## src/rtl/fetch_pkg.sv

```systemverilog
// rtl/fetch_pkg.sv - shared constants and types for the instruction fetch stage
package fetch_pkg;

  localparam logic [1:0]  FAULT_NONE     = 2'b00;
  localparam logic [1:0]  FAULT_RANGE    = 2'b01;
  localparam logic [1:0]  FAULT_MISALIGN = 2'b10;
  localparam logic [63:0] PC_STEP        = 64'd4;
  localparam logic [31:0] INSTR_NOP      = 32'h0000_0013;

  typedef struct packed {
    logic [63:0] pc;
    logic [31:0] instr;
  } fetch_entry_t;

endpackage

```

## src/rtl/fetch_out_reg.sv

```systemverilog
// rtl/fetch_out_reg.sv - holdable {pc, instr} output register towards decode
module fetch_out_reg
  import fetch_pkg::*;
(
  input  logic         clk,
  input  logic         rst,
  input  logic         load_i,
  input  logic         flush_i,
  input  fetch_entry_t entry_i,
  output logic         valid_o,
  output fetch_entry_t entry_o
);

  logic         valid_q, valid_d;
  fetch_entry_t entry_q, entry_d;

  // Flush only drops the valid bit; stale pc/instr stay visible but unqualified.
  always_comb begin
    valid_d = valid_q;
    entry_d = entry_q;
    if (load_i) begin
      valid_d = 1'b1;
      entry_d = entry_i;
    end else if (flush_i) begin
      valid_d = 1'b0;
    end
  end

  always_ff @(posedge clk) begin
    if (rst) begin
      valid_q <= 1'b0;
      entry_q <= '0;
    end else begin
      valid_q <= valid_d;
      entry_q <= entry_d;
    end
  end

  assign valid_o = valid_q;
  assign entry_o = entry_q;

endmodule

```

## src/rtl/instruction_fetch.sv

```systemverilog
// rtl/instruction_fetch.sv - PC, imem read, redirect and fault handling for the fetch stage
// Optional misaligned-redirect trap: IFETCH_MISALIGN_TRAP_EN
module instruction_fetch
  import fetch_pkg::*;
#(
  parameter logic [63:0] PC_RESET   = 64'h0,
  parameter int          IMEM_WORDS = 256
) (
  input  logic        clk,
  input  logic        rst,
  output logic [63:0] imem_addr,
  input  logic [31:0] imem_instr,
  input  logic        redirect_valid,
  input  logic [63:0] redirect_pc,
  output logic        out_valid,
  input  logic        out_ready,
  output logic [63:0] out_pc,
  output logic [31:0] out_instr,
  output logic        fault,
  output logic [1:0]  fault_code,
  output logic [31:0] fetch_count
);

  localparam logic [63:0] PC_LIMIT = 64'(IMEM_WORDS) << 2;

  logic [63:0]  pc_q, pc_d;
  logic         fault_q, fault_d;
  logic [1:0]   code_q, code_d;
  logic [31:0]  count_q, count_d;
  logic         load, out_load, out_flush;
  logic [63:0]  redirect_tgt;
  logic         redirect_misalign;
  fetch_entry_t out_entry;

`ifdef IFETCH_MISALIGN_TRAP_EN
  assign redirect_tgt      = redirect_pc;
  assign redirect_misalign = |redirect_pc[1:0];
`else
  logic unused_low_bits;
  assign unused_low_bits   = ^redirect_pc[1:0];
  assign redirect_tgt      = {redirect_pc[63:2], 2'b00};
  assign redirect_misalign = 1'b0;
`endif

  assign load = !out_valid || out_ready;

  always_comb begin
    pc_d      = pc_q;
    fault_d   = fault_q;
    code_d    = code_q;
    out_load  = 1'b0;
    out_flush = 1'b0;
    if (redirect_valid) begin
      pc_d      = redirect_tgt;
      out_flush = 1'b1;
      if (redirect_misalign) begin
        fault_d = 1'b1;
        code_d  = FAULT_MISALIGN;
      end else if (redirect_tgt >= PC_LIMIT) begin
        fault_d = 1'b1;
        code_d  = FAULT_RANGE;
      end else begin
        fault_d = 1'b0;
        code_d  = FAULT_NONE;
      end
    end else if (load) begin
      // While faulted the output drains but nothing new is fetched.
      if (fault_q) begin
        out_flush = 1'b1;
      end else if (pc_q < PC_LIMIT) begin
        out_load = 1'b1;
        pc_d     = pc_q + PC_STEP;
      end else begin
        fault_d   = 1'b1;
        code_d    = FAULT_RANGE;
        out_flush = 1'b1;
      end
    end
  end

  assign count_d = count_q + {31'd0, out_valid && out_ready && !redirect_valid};

  always_ff @(posedge clk) begin
    if (rst) begin
      pc_q    <= PC_RESET;
      fault_q <= 1'b0;
      code_q  <= FAULT_NONE;
      count_q <= '0;
    end else begin
      pc_q    <= pc_d;
      fault_q <= fault_d;
      code_q  <= code_d;
      count_q <= count_d;
    end
  end

  fetch_out_reg u_out_reg (
    .clk     (clk),
    .rst     (rst),
    .load_i  (out_load),
    .flush_i (out_flush),
    .entry_i ('{pc: pc_q, instr: imem_instr}),
    .valid_o (out_valid),
    .entry_o (out_entry)
  );

  assign imem_addr   = pc_q;
  assign out_pc      = out_entry.pc;
  assign out_instr   = out_entry.instr;
  assign fault       = fault_q;
  assign fault_code  = code_q;
  assign fetch_count = count_q;

endmodule

```

## config.mk

```make
export PLATFORM = sky130hd
export DESIGN_NAME = instruction_fetch
export DESIGN_NICKNAME = d
export VERILOG_FILES = /design/src/rtl/fetch_pkg.sv /design/src/rtl/fetch_out_reg.sv /design/src/rtl/instruction_fetch.sv
export SDC_FILE = /design/constraint.sdc
export NUM_CORES = 1
export LEC_CHECK = 0
export BUFFER_PORTS_ARGS = -buffer_cell sky130_fd_sc_hd__clkbuf_2
export CAP_MARGIN = 20
export CORE_ASPECT_RATIO = 0.9
export CORE_MARGIN = 5
export CORE_UTILIZATION = 47
export DETAILED_ROUTE_END_ITERATION = 6
export PLACE_DENSITY = 0.86
export SETUP_SLACK_MARGIN = 0.15
export SYNTH_ARGS = -nofsm -noshare
export SYNTH_HDL_FRONTEND = slang
export SYNTH_SLANG_ARGS = --single-unit
```

## constraint.sdc

```tcl
create_clock -name clk -period 3.61 [get_ports clk]
set_input_delay 0.9025 -clock clk [delete_from_list [all_inputs] [get_ports clk]]
set_output_delay 0.9025 -clock clk [all_outputs]
set_load 0.02 [all_outputs]
```

* Word level (Yosys, flattened, before mapping)
Cells that the tools add are included.
W data, S select, Z words.
** Word-level totals
- Register bits :: 196
- Input port bits :: 100
- Output and inout port bits :: 196
- Word-level logic and storage cells :: 49
** Cells by class
- Add/subtract/negate cells :: 2
- Magnitude comparators :: 2
- Equality and inequality tests :: 2
- Muxes and demuxes :: 22
- Bitwise operators :: 1
- Reduce and logical (&&, ||, !) cells :: 12
** Operators with widths (count)
- $mux W64 :: 4
- $add A64 B3 Y64 const B :: 1
- $ge A64 B11 Y1 const B :: 1
- $lt A64 B11 Y1 const B :: 1
- $add A32 B1 Y32 :: 1
- $mux W1 :: 14
- $reduce_and A3 Y1 :: 3
- $mux W2 :: 4
- $reduce_bool A2 Y1 :: 3
- $ne A2 B2 Y1 const B :: 2
- $logic_and A1 B1 Y1 :: 2
- $logic_not A1 Y1 :: 2
- $reduce_or A2 Y1 :: 1
- $logic_or A1 B1 Y1 :: 1
- $not A1 Y1 :: 1

* Logic depth before layout (Yosys ltp)
Gate-level depths: netlist of run 1.
- Depth in word-level cells :: 7
- Mapped depth :: 12

* By module
A second synthesis of run 1 with hierarchy kept.
** Unflattened totals
- Cell total of the unflattened synthesis :: 795
- Area total of the unflattened synthesis :: 7729.9 um2
** Modules (own cells, without submodules)
- instruction_fetch :: times used 1, cells an instance 481, area an instance 4291.6 um2
- fetch_out_reg :: times used 1, cells an instance 314, area an instance 3438.3 um2

* Worst setup path before layout of run 1
OpenSTA, ideal clock, no wires.
- Path type :: input-to-reg
- From :: input port redirect_valid
- To :: register count_q[30] (netlist: fetch_count[30])
- Library setup time :: 128 ps
- Data arrival time :: 3087 ps
- Setup slack :: 396 ps
- Cell stages on the path :: 12
- Cell sequence :: clkbuf_1 -> inv_1 -> clkbuf_1 -> clkbuf_1 -> and3_1 -> ha_1 -> ha_1 -> nand4_1 -> clkbuf_1 -> nor4_1 -> xnor2_1 -> nor2_1
** Between the ends
- Word-level cells in the longest chain between the ends :: 3
** Ends and longest elaborated chain
- start, declared :: line instruction_fetch.sv:13 : input logic redirect_valid,
- $logic_not A1 Y1 :: line instruction_fetch.sv:81 : assign count_d = count_q + {31'd0, out_valid && out_ready && !redirect_valid};
- $logic_and A1 B1 Y1 :: line instruction_fetch.sv:81
- $add A32 B1 Y32 :: line instruction_fetch.sv:81
- end signal, assigned :: line instruction_fetch.sv:93 : count_q <= count_d;
- end, declared :: line instruction_fetch.sv:29 : logic [31:0] count_q, count_d;
No other way between the ends.
A chain may end at the register's enable or synchronous reset.

* Worst setup path in the final report of run 1
- From :: input port redirect_valid
- To :: register count_q[31] (netlist: fetch_count[31])
The elaborated chain is that of the path after synthesis.

==> out/results.tsv, run 1 <==
metric	value	unit
status	completed	
GRT Util Overall	23.03	%
final setup fails	0	
H-Tree Depth	4	
Longest Clk Path Bufs	2	
DRT iter0 DRCs	470	
CP Class	in -> reg	
Worst path slowest cell	nor4_1	
Synth Flop Type	dfxtp_1	
FF+latch count, synth	191	
first-pass GRT wire length	32820	um
most frequent cells in the layout	clkbuf_2, dfxtp_1, and2_1, nand3_1, a22o_1	
fraction of registers with async set/reset	0	%
DRC viols	0	
Hold Path Class	reg -> reg	
CP cell instances	clkbuf_2 > inv_2 > and3_1 > ha_1 > and2_1 > nand4_1 > nor4_1 > xnor2_1 > nor2_1	
number of global-route vias before repair	6293	
P&R area growth vs syn	31.62	%
I/O pin cnt	296	
Chip Height	125.5	um
Total Wirelength	20570	um
Max Clk Rate	395.9	MHz
Synth Cell Area	6969	sq um
unrepaired setup endpoints after global routing	no	
cell-internal power	3346	uW
Clock Power Share	43.8	%
# placed instances	1161	
Pre-antenna DRT Iters	5	
Place WS	0.6473	ns
WHS	0.4639	ns
CTS Buf Count	17	
Fillers	1249	
busiest layer in global routing	met2	
row cnt	42	
cts hold-fix bufs	0	
final worst slack	1.084	ns
pins over their slew limit	0	
worst-path maximum fanout	16	
core area	14610	sq um
CTS Sinks	191	
Mapped Cells	716	
Critical Path RT	3.92	ns
Rel. slew slack	50.68	%
number of gates resized after cts	0	
# Max-Cap Violations	0	
Port-buffer cells	288	
Worst-Skew Late Latency	0.43	ns
routed vias	6409	
initial antenna violation count	1	
switch share	25.74	%
YS warnings	0	
met1 Usage GRT	27.97	%
delay of the slowest critical-path stage	0.53	ns
TritonCTS clock tree	done	
postcts setup bufs	0	
Peak VDD IR	0.4422	mV
Worst EP arrival	2.83	ns
vias per cell	5.368	
Tcrit/Tclk final	69.98	%
Power per Cell Area	491.3	nW/um^2
Seq/Total Area, Yosys	54.87	%
post-synth cell types	48	
Design Power	4506	uW
combinational power share	7.5	%
synthesized area per cell	9.733	sq um
fin cells	1194	
CP Launch Type	input port	
largest net degree at the start of global routing	56	
Crit. End Element	flop	
Die ar.	17370	sq um
GP Congestion	0.8664	
Clock transition at path regs	0.07	ns
final hold violation count	0	
initial core utilization	47.70	%
grt met2 use	36.91	%
Post-Route Skew	0.01430	ns
total grt overflow	0	
Final HPWL DP	14610	um
met3 Usage GRT	9.278	%
Least-Margin Pin Slew	0.7330	ns
setup_tns	0	ns
post-route ant nets	0	
routed wirelength normalized by instance count	17.23	um
Reg power frac	48.7	%
Switching Power	1160	uW
EDFF count, synth	0	
share of layout cells above drive strength 1	34.37	%
Final #Nets	1085	
Final min period	2.526	ns
commonest non-fill, non-tap cell in the layout	clkbuf_2	
Pleak	0.004023	uW
Root Driver	clkbuf_16	
Die W	138.4	um
[state kept, by name, summed over array words and instances (netlist names)]
name,flops
fault,1
fault_code,1
fetch_count,32
imem_addr,62
u_out_reg.entry_o,94
u_out_reg.valid_o,1
[power groups by stage]
stage / Sequential [uW] / Clock, uW / Combinational [uW]
floorplan: 2290 / 0 / 136
finish: 2190 / 1980 / 336
detailed placement: 2240 / 0 / 334
CTS: 2190 / 2010 / 337
global placement: 2240 / 0 / 328
global route: 2200 / 2100 / 363
[area by class of cell]
cell class	instances	area, sq um	share of cell area, %
Antenna cell	1	2.502	0.02728
Clock buffer	17	425.4	4.638
Clock inverter	15	211.5	2.305
Inverter	13	48.80	0.5320
Multi-Input combinational cell	461	2884	31.44
Sequential cell	191	3824	41.69
Tap cell	198	247.7	2.701
Timing Repair Buffer	298	1529	16.67
[layer usage]
layer,vias to the layer above,share of wire (%)
met5,-,0
met3,37,9.9
met2,267,47
met4,0,2.5
li1,3095,-
met1,3010,40
[synth_stat cells (3+ instances only)]
library cell  number  area share [%]
and3_1             6            0.54
o21ai_0           46             3.3
xnor2_1           21             2.6
ha_1               3            0.54
clkbuf_1          43             2.3
dfxtp_1          191              55
nor2_1            43             2.3
nor2b_1            4            0.36
nand3_1           52             3.7
and4_1             6            0.75
inv_1             13            0.70
nor4_1            31             2.8
nand4_1           14             1.3
nand2_1           13            0.70
or3_1              6            0.54
buf_4             10             1.1
a211oi_1           4            0.43
a21oi_1           49             3.5
a22o_1            51             6.4
xor2_1             4            0.50
and2_1            56             5.0
mux2i_1            3            0.43
nor3_1            15             1.1
[final timing paths]
kind,startpoint,endpoint,slack (ns),cells past startpoint
setup / recovery,redirect_valid,fetch_count[31],1.08,9
setup reg to reg,imem_addr[40],imem_addr[3],1.14,6
hold reg to reg,u_out_reg.entry_o[95],u_out_reg.entry_o[95],0.46,1
hold / removal,u_out_reg.entry_o[95],u_out_reg.entry_o[95],0.46,1
[through the flow]
stage / utilization [%] / area (sq um)
final: 62.79 / 9173
after global routing: 62.79 / 9173
after CTS: 62.77 / 9170
after detailed placement: 58.41 / 8533
after global placement: 58.27 / 8513
after floorplan: - / 6984
[critical path, delay by kind of cell]
kind / cells / cell delay, ns
AND/OR/NAND/NOR: 5 / 1.43
buffers and inverters: 2 / 0.17
XOR/XNOR: 1 / 0.17
adder cells (fa/ha/maj): 1 / 0.15
[kinds of logic (layout without fill, tap and decap cells)]
group,count (synthesis),in the layout,share of synthesized area [%]
and+or+nand+nor,261,261,21.45
DFF,191,191,54.87
AOI/OAI and AO/OA,164,164,15.30
buffers and inverters,68,343,4.219
xor gates and xnor gates,25,25,3.142
adders and majority gates,3,3,0.5387
muxes,3,3,0.4309
other,1,6,0.05381
Power figures use the tool's default switching activity.
==> inputs of run 2 (changes only) <==
--- a/config.mk
+++ b/config.mk
@@ -5,13 +5,14 @@
 export SDC_FILE = /design/constraint.sdc
 export NUM_CORES = 1
 export LEC_CHECK = 0
+export ABC_AREA = 1
 export BUFFER_PORTS_ARGS = -buffer_cell sky130_fd_sc_hd__clkbuf_2
 export CAP_MARGIN = 20
 export CORE_ASPECT_RATIO = 0.9
 export CORE_MARGIN = 5
-export CORE_UTILIZATION = 47
+export CORE_UTILIZATION = 49
 export DETAILED_ROUTE_END_ITERATION = 6
-export PLACE_DENSITY = 0.86
+export PLACE_DENSITY = 0.87
 export SETUP_SLACK_MARGIN = 0.15
 export SYNTH_ARGS = -nofsm -noshare
 export SYNTH_HDL_FRONTEND = slang
==> constraint.sdc (replaced) <==
create_clock -name clk -period 2.56 [get_ports clk]
set_input_delay 0.64 -clock clk [delete_from_list [all_inputs] [get_ports clk]]
set_output_delay 0.64 -clock clk [all_outputs]
set_load 0.02 [all_outputs]
==> run 2 against run 1 <==
Clock power is 37% higher. Critical path depth rose by 1. Sequential cell count did not move. Sequential power up 40%. Non-clock buffer count is 1 higher. Combinational power is 40% higher. First-iteration DRC count is 31% higher. Via count rose by 25%. Cell count rose by 32%. Highest routed layer unchanged. Die area increased by 6.4%.
==> out/results.tsv, run 2 <==
metric	value	unit	change
fraction of registers with async set/reset	0	%	unchanged
EDFF count, synth	0		unchanged
largest net degree at the start of global routing	144		+160%
area occupied by multi-input gates	3425	sq um	+19%
Die ar.	18470	sq um	+6.4%
Rel. slew slack	55.17	%	+4.5 points
P&R area growth vs syn	28.41	%	
synth top area cells	dfxtp_1, nand2_1, nor2_1, a21oi_1, nand3_1		
Pleak	0.004810	uW	+20%
vias per cell	5.046		-6.0%
Max Clk Rate	473.0	MHz	
# Max-Cap Violations	0		unchanged
CP Launch Type	flop		
cts hold-fix bufs	0		unchanged
top post-synthesis cells by count	nand2_1, nor2_1, dfxtp_1		
post-synth top area share	49.23	%	-5.6 points
number of global-route vias before repair	7336		+17%
# placed instances	1550		+34%
Crit. End Element	flop		
post-route ant nets	0		unchanged
origin of the critical flop-to-flop path	u_out_reg.valid_o		
FF/Latch Area	3824	sq um	unchanged
Root Driver	clkbuf_16		
total grt overflow	0		unchanged
GRT Util Overall	23.47	%	+0.44 points
Worst-Skew Late Latency	0.43	ns	about the same
YS warnings	0		unchanged
Die W	142.7	um	+3.2%
final hold violation count	0		unchanged
fin cells	1582		+32%
TritonCTS clock tree	done		
CTS Buf Count	17		unchanged
Fillers	1368		+9.5%
DRC viols	0		unchanged
CP Class	reg -> reg		
Mapped Cells	1106		+54%
row cnt	43		+2.4%
n_diodes	0		-1
routed vias	7982		+25%
Least-Margin Pin Slew	0.6717	ns	-0.06133 ns
Place WS	-0.1077	ns	-0.7550 ns
Post-Route Skew	0.01494	ns	+0.0006397 ns
most frequent cells in the layout	nand2_1, clkbuf_2, nor2_1, dfxtp_1, a21oi_1		
CP Launch Point	u_out_reg.valid_o		
share of layout cells above drive strength 1	24.86	%	-9.5 points
final setup fails	0		unchanged
CTS Sinks	191		unchanged
count leader, synth	nand2_1		
Final HPWL DP	16090	um	+10%
Critical Path RT	2.91	ns	-1.01 ns
Final min period	2.114	ns	
initial core utilization	50.13	%	+2.4 points
Final #Nets	1470		+35%
Synth Cell Area	7767	sq um	+11%
Synth area leader	dfxtp_1		
R2R Setup Slk	0.45	ns	-0.69 ns
Hold Path Class	in -> reg		
Pre-antenna DRT Iters	5		unchanged
core area	15490	sq um	+6.1%
GP Congestion	0.9098		+5.0%
Total Wirelength	22330	um	+8.5%
worst-path maximum fanout	7		-9
unrepaired setup endpoints after global routing	no		
Port-buffer cells	288		unchanged
post-synth cell types	34		-29%
max reg flops	94		unchanged
final worst slack	0.4460	ns	-0.6378 ns
Tcrit/Tclk final	82.58	%	
Worst path slowest cell	dfxtp_1		
status	completed		
Power per Cell Area	628.3	nW/um^2	+28%
Worst EP arrival	2.46	ns	-0.37 ns
initial antenna violation count	0		-1
H-Tree Depth	4		unchanged
pins over their slew limit	0		unchanged
delay of the slowest critical-path stage	0.36	ns	-0.17 ns
final core utilization	64.37	%	+1.6 points
CP cell instances	nand2_1 > nor2_1 > ha_1 > nand3_1 > inv_1 > nand2_1 > nor2_1 > nand3_1 > o21ai_0 > nor3b_1		
hold path start	imem_instr[10]		
FF+latch count, synth	191		unchanged
I/O pin cnt	296		unchanged
DRT iter0 DRCs	618		+31%
routed wirelength normalized by instance count	14.11	um	-18%
first-pass GRT wire length	35560	um	+8.3%
Clock transition at path regs	0.08	ns	about the same
synthesized area per cell	7.023	sq um	-28%
delay-heaviest family, CP	simple AND/OR/NAND/NOR gates		
Seq/Total Area, Yosys	49.23	%	-5.6 points
commonest non-fill, non-tap cell in the layout	nand2_1		
Chip Height	129.4	um	+3.1%
CP Buf/Inv Count	1		-1
Synth Flop Type	dfxtp_1		
Peak VDD IR	0.5197	mV	+18%
Longest Clk Path Bufs	2		unchanged
run 2: worst min-delay path, delay by kind of cell:
kind,cells,cell delay [ns]
simple gates,2,0.11
buf+inv,1,0.07
run 2: metrics by stage:
step	total power, uW	hold WS [ns]	TNS (ns)	instance area (sq um)
after CTS	6319	0.4120	0	9971
after global placement	3603	0.4251	-0.02087	9346
after global routing	6520	0.4192	0	9975
after floorplan	3407	0.5136	0	7790
after detailed placement	3610	0.4272	-0.7855	9346
final	6267	0.4282	0	9975
run 2: layout make-up:
class | instances | share of cell area (%)
clock buffer | 17 | 4.265
clock inverter | 15 | 1.994
sequential | 191 | 38.33
inverter | 75 | 2.822
multi-input combinational | 783 | 34.33
tap | 202 | 2.534
timing repair buffer | 299 | 15.72
run 2: cells by family after synthesis:
group / after synthesis / synth area share, %
other cells: 1 / 0.04828
compound gates: 105 / 6.911
flops: 191 / 49.23
simple gates: 660 / 35.12
xor+xnor: 10 / 1.128
fa+ha+maj: 3 / 0.4833
buf+inv: 136 / 7.088
run 2: routing by layer:
| metal | share of wire, % | global-route usage, % |
|---|---|---|
| met1 | 43 | 29.65 |
| met2 | 47 | 38.23 |
| met3 | 8.6 | 7.085 |
| met4 | 1.9 | 8.440 |
| met5 | 0 | 0 |
run 2: worst paths after layout:
path                                              end  cells after the start
worst min register to register  u_out_reg.entry_o[57]                      2
worst max-delay path                  fetch_count[21]                     10
worst max register to register        fetch_count[21]                     10
worst min-delay path            u_out_reg.entry_o[10]                      3
run 2: report_power, final:
part	internal, uW	switching [uW]	leakage [uW]
logic	168	302	0.00296
registers	3020	50.1	0.00155
clock network	1360	1370	0.000302
total	4550	1720	0.00481
run 2: timing repair:
| action | 4_1_cts | 5_1_grt |
|---|---|---|
| buffers inserted | 0 | 0 |
| gates resized for setup | 0 | 1 |
| endpoints found under the hold margin | 0 | 0 |
| endpoints found under the setup margin | 0 | 1 |
